## config.mk

```make
export PLATFORM = sky130hd
export DESIGN_NAME = mips_register_file
export DESIGN_NICKNAME = d
export VERILOG_FILES = /design/src/rtl/mips_register_file.sv
export SDC_FILE = /design/constraint.sdc
export NUM_CORES = 2
export LEC_CHECK = 0
export BUFFER_PORTS_ARGS = -buffer_cell sky130_fd_sc_hd__clkbuf_2
export CORE_MARGIN = 1
export CORE_UTILIZATION = 50
export DETAILED_ROUTE_END_ITERATION = 10
export HOLD_SLACK_MARGIN = 0.02
export PLACE_DENSITY = 0.73
export SYNTH_ARGS = -nofsm -noshare
export SYNTH_HDL_FRONTEND = slang
export SYNTH_SLANG_ARGS = --single-unit
```

## constraint.sdc

```tcl
create_clock -name clk -period 2.5 [get_ports clk]
set_input_delay 0.125 -clock clk [delete_from_list [all_inputs] [get_ports clk]]
set_output_delay 0.125 -clock clk [all_outputs]
set_load 0.01 [all_outputs]
```

## src/rtl/mips_register_file.sv

```systemverilog
// 32 x 32-bit MIPS register file: two combinational read ports, one synchronous write port, r0 hardwired to zero.
// Optional write-through forwarding is enabled by defining RF_BYPASS_EN.
module mips_register_file #(
    parameter int DATA_W   = 32,
    parameter int ADDR_W   = 5,
    parameter int NUM_REGS = 2 ** ADDR_W
) (
    input  logic              clk,
    input  logic              rst_n,
    input  logic [ADDR_W-1:0] rs,
    input  logic [ADDR_W-1:0] rt,
    input  logic [DATA_W-1:0] dw,
    input  logic [ADDR_W-1:0] rw,
    input  logic              rf_wr,
    output logic [DATA_W-1:0] crs,
    output logic [DATA_W-1:0] crt
);

    logic [DATA_W-1:0] regs_r [NUM_REGS];
    logic              wr_ok_s;

    assign wr_ok_s = rf_wr && (rw != ADDR_W'(0));

    // Register array: async clear, write on rising edge; address 0 is never written
    always_ff @(posedge clk or negedge rst_n) begin
        if (!rst_n) begin
            for (int i = 0; i < NUM_REGS; i++) begin
                regs_r[i] <= '0;
            end
        end else if (wr_ok_s) begin
            regs_r[rw] <= dw;
        end else begin
            regs_r[rw] <= regs_r[rw];
        end
    end

    // Read port A; outputs are forced to zero while reset is asserted
    always_comb begin
        crs = '0;
        if (!rst_n) begin
            crs = '0;
        end else if (rs == ADDR_W'(0)) begin
            crs = '0;
`ifdef RF_BYPASS_EN
        end else if (wr_ok_s && (rs == rw)) begin
            crs = dw;
`endif
        end else begin
            crs = regs_r[rs];
        end
    end

    // Read port B, same rules as port A
    always_comb begin
        crt = '0;
        if (!rst_n) begin
            crt = '0;
        end else if (rt == ADDR_W'(0)) begin
            crt = '0;
`ifdef RF_BYPASS_EN
        end else if (wr_ok_s && (rt == rw)) begin
            crt = dw;
`endif
        end else begin
            crt = regs_r[rt];
        end
    end

endmodule

```

==> reports/summary.txt <==
register area share after synthesis - 41.1%
Comb pwr share - 31.0%
register area - 25600 um2
Final Hold Vio Count - 0
Max clock buf depth - 3
Most flops, register - regs_r
fin nets - 4713
GR Overflow Total - 0
Synth top cells by count - 1024 x dfrtp_1, 868 x mux2_2, 608 x mux4_2
share of cells above drive strength 1 - 53.6%
Async S/R FF share, synth - 100%
max reg flops - 1024
clock root buffer - clkbuf_16
Multi-input gate area - 35400 um2
DP HPWL - 128000 um
# IOs - 114
Net Switching - 20.0 mW
Total Neg Setup Slack - -0.467 ns
Sinks on Clock Net - 1024
setup violators final - 20
area grow syn2layout - 17.8%
most area-hungry cell type in the Yosys netlist - dfrtp_1
worst reg2reg startpoint - regs_r[340]
PwrDens - 878 nW/um2
r2r endpoint - regs_r[660]
Final Non-Filler Cells - 6392
period utilisation layout - 103%
worst path cell trace - mux4_2 > mux2i_2 > o22ai_2 > or2_4 > clkbuf_2
FP Rows - 129
CP Data Required Time - 2.38 ns
vias after detailed routing - 45200
Starting DRT DRC Count - 5470
Die H - 355 um
switching part of the total power - 31.0%
Post-Route Skew - 0.0283 ns
Initial Util - 50.4%
die width - 355 um
Leak Pwr - 31.2 nW
Rel. slew slack - 25.8%
Seq pwr share - 41.0%
peak per-stage delay on the critical path - 0.50 ns
I/O Buffers - 113
RePlAce Congestion - 0.911
min-delay src - dw[17]
vias in the first global route - 46100
most common cell in the netlist - dfrtp_1
clk slew on worst S/H paths - 0.06 ns
CTS tree - done
WL/cell - 32.9 um
Clock Power Share - 28.0%
drt total wl - 211000 um
Top FF cell, synth - dfrtp_1
minimum clock period after layout - 2.57 ns
Worst Tran Pin Value - 1.11 ns
slowest cell on the critical path - mux4_2
vias per cell - 7.07
Yosys reg bits - 1024
Post-Syn Area - 62300 um2
status - finished with violations
top cell type's share of synthesized area - 41.1%
number of fill cells - 9410
RSZ-0062 raised after global routing - true
Max Fclk - 0.390 GHz
Ys Warns - 0
max-slew violations - 0
worst hold-check path type - input port to register
VDD IR max - 0.000770 V
average size of a mapped cell - 14.1 um2
placed cell count - 6060
first-pass GRT wire length - 309000 um
core area - 124000 um2
number of max-cap violations - 0
internal power - 44.5 mW
cell count after synthesis - 4436
Post-synth EDFFs - 0
die area - 126000 um2
H-tree depth - 3
Worst Setup End Kind - primary output
largest net degree at the start of global routing - 165
final worst setup slack - -0.0666 ns
Syn Nets - 4486
cts bufs inserted - 113
DRT Pass-1 Iters - 5
Worst Hold End - regs_r[849]
antenna violations before repair - 5
crit path kind - register to primary output
crit path max fanout - 3
Cell variety after synth - 52
Worst EP arrival - 2.44 ns
antenna-violating nets left - 0
synth top area cells - dfrtp_1 41%, mux4_2 22%, mux2_2 16%
cell count of the worst reg-to-reg path - 5
total track usage - 33.4%
Worst-Skew Late Latency - 0.75 ns
Top Registers - regs_r (1024)
failing checks - setup timing
Reg2Reg Setup Slack - 0.12 ns
Residual DRC - 0
Hold Path Depth - 5
Startpoint Class - register
## metal layers
layer / part of all wire (%) / track usage [%]
met1: 37 / 43.0
met2: 46 / 50.6
met3: 11 / 9.46
met4: 6.2 / 19.2
met5: 0.021 / 0.302
## cells in the final DEF (no fill, tap or decap), drive strengths merged, types with 2 or more instances in the layout
| master | n |
|---|---|
| or4b | 4 |
| a211o | 3 |
| or4 | 3 |
| nor4 | 29 |
| nand3b | 4 |
| buf | 531 |
| nand4b | 4 |
| a22oi | 29 |
| a211oi | 29 |
| nand4bb | 5 |
| clkbuf | 234 |
| inv | 5 |
| nor3 | 8 |
| nor2 | 42 |
| mux2i | 578 |
| nand2b | 2 |
| and3b | 2 |
| or2 | 66 |
| nor2b | 8 |
| dlygate4sd3 | 5 |
| a31oi | 28 |
| o21ai | 124 |
| clkinv | 21 |
| bufinv | 16 |
| and3 | 2 |
| nand4 | 2 |
| mux2 | 868 |
| nand3 | 11 |
| nand2 | 146 |
| mux4 | 608 |
| o22ai | 288 |
| clkinvlp | 13 |
| o32ai | 3 |
| dfrtp | 1024 |
| diode | 3 |
## how the worst max path moves through the flow
stage / startpoint / to / cells after the start
after floorplan: rt[0] / crt[19] / 7
after global placement: rw[0] / regs_r[775] / 10
after detailed placement: rw[0] / regs_r[689] / 11
after CTS: regs_r[156] / crs[28] / 5
after global routing: regs_r[670] / crs[30] / 5
final: regs_r[153] / crs[25] / 5
## layout make-up
type	count	share of cell area (%)
diodes	3	0.0102
clock buffers	150	4.41
clock inverters	54	1.02
inverters	1	0.00511
multi-input cells	2903	48.2
flip-flops and latches	1024	34.9
well taps	1637	2.79
repair buffers	620	8.73
## critical path, delay by kind of cell, from the launching register on
| kind | cells | cell delay [ns] |
|---|---|---|
| muxes | 2 | 0.74 |
| AOI/OAI and AO/OA | 1 | 0.11 |
| and+or+nand+nor | 1 | 0.30 |
| DFF | 1 | 0.42 |
| buffers and inverters | 1 | 0.14 |
## power groups by stage
stage	clock network [mW]	registers (mW)	logic [mW]
after floorplan	0	24.9	14.0
after global placement	0	25.9	17.7
after detailed placement	0	26.4	18.2
after CTS	18.2	26.1	19.2
after global routing	18.8	27.0	21.2
final	18.1	26.4	20.0
## metrics by stage
step                      hold slack (ns)  worst slack [ns]  utilization, %  instance area (um2)  power (mW)
final                              0.0605           -0.0666            59.4                73500        64.5
after global routing               0.0686            -0.109            59.4                73500        67.1
after CTS                          0.0209           -0.0714            58.8                72700        63.5
after detailed placement            0.285           -0.0715            54.8                67700        44.6
after global placement              0.287           -0.0589            54.8                67700        43.6
after floorplan                    -0.171             0.219               -                62300        38.9
## cell families after synthesis
kind of cell	after synthesis	synth area share [%]
flops	1024	41.1
compound gates	508	5.22
mux	2054	46.9
buf+inv	509	3.93
simple gates	341	2.83
## what timing repair did
action,in CTS,in global routing
pin swaps,74,42
endpoints found under the hold margin,493,257
hold buffers,6,1
endpoints found under the setup margin,61,197
buffers inserted,68,51
gates resized for setup,107,92
Note: power is estimated with default switching activity, not from simulation.
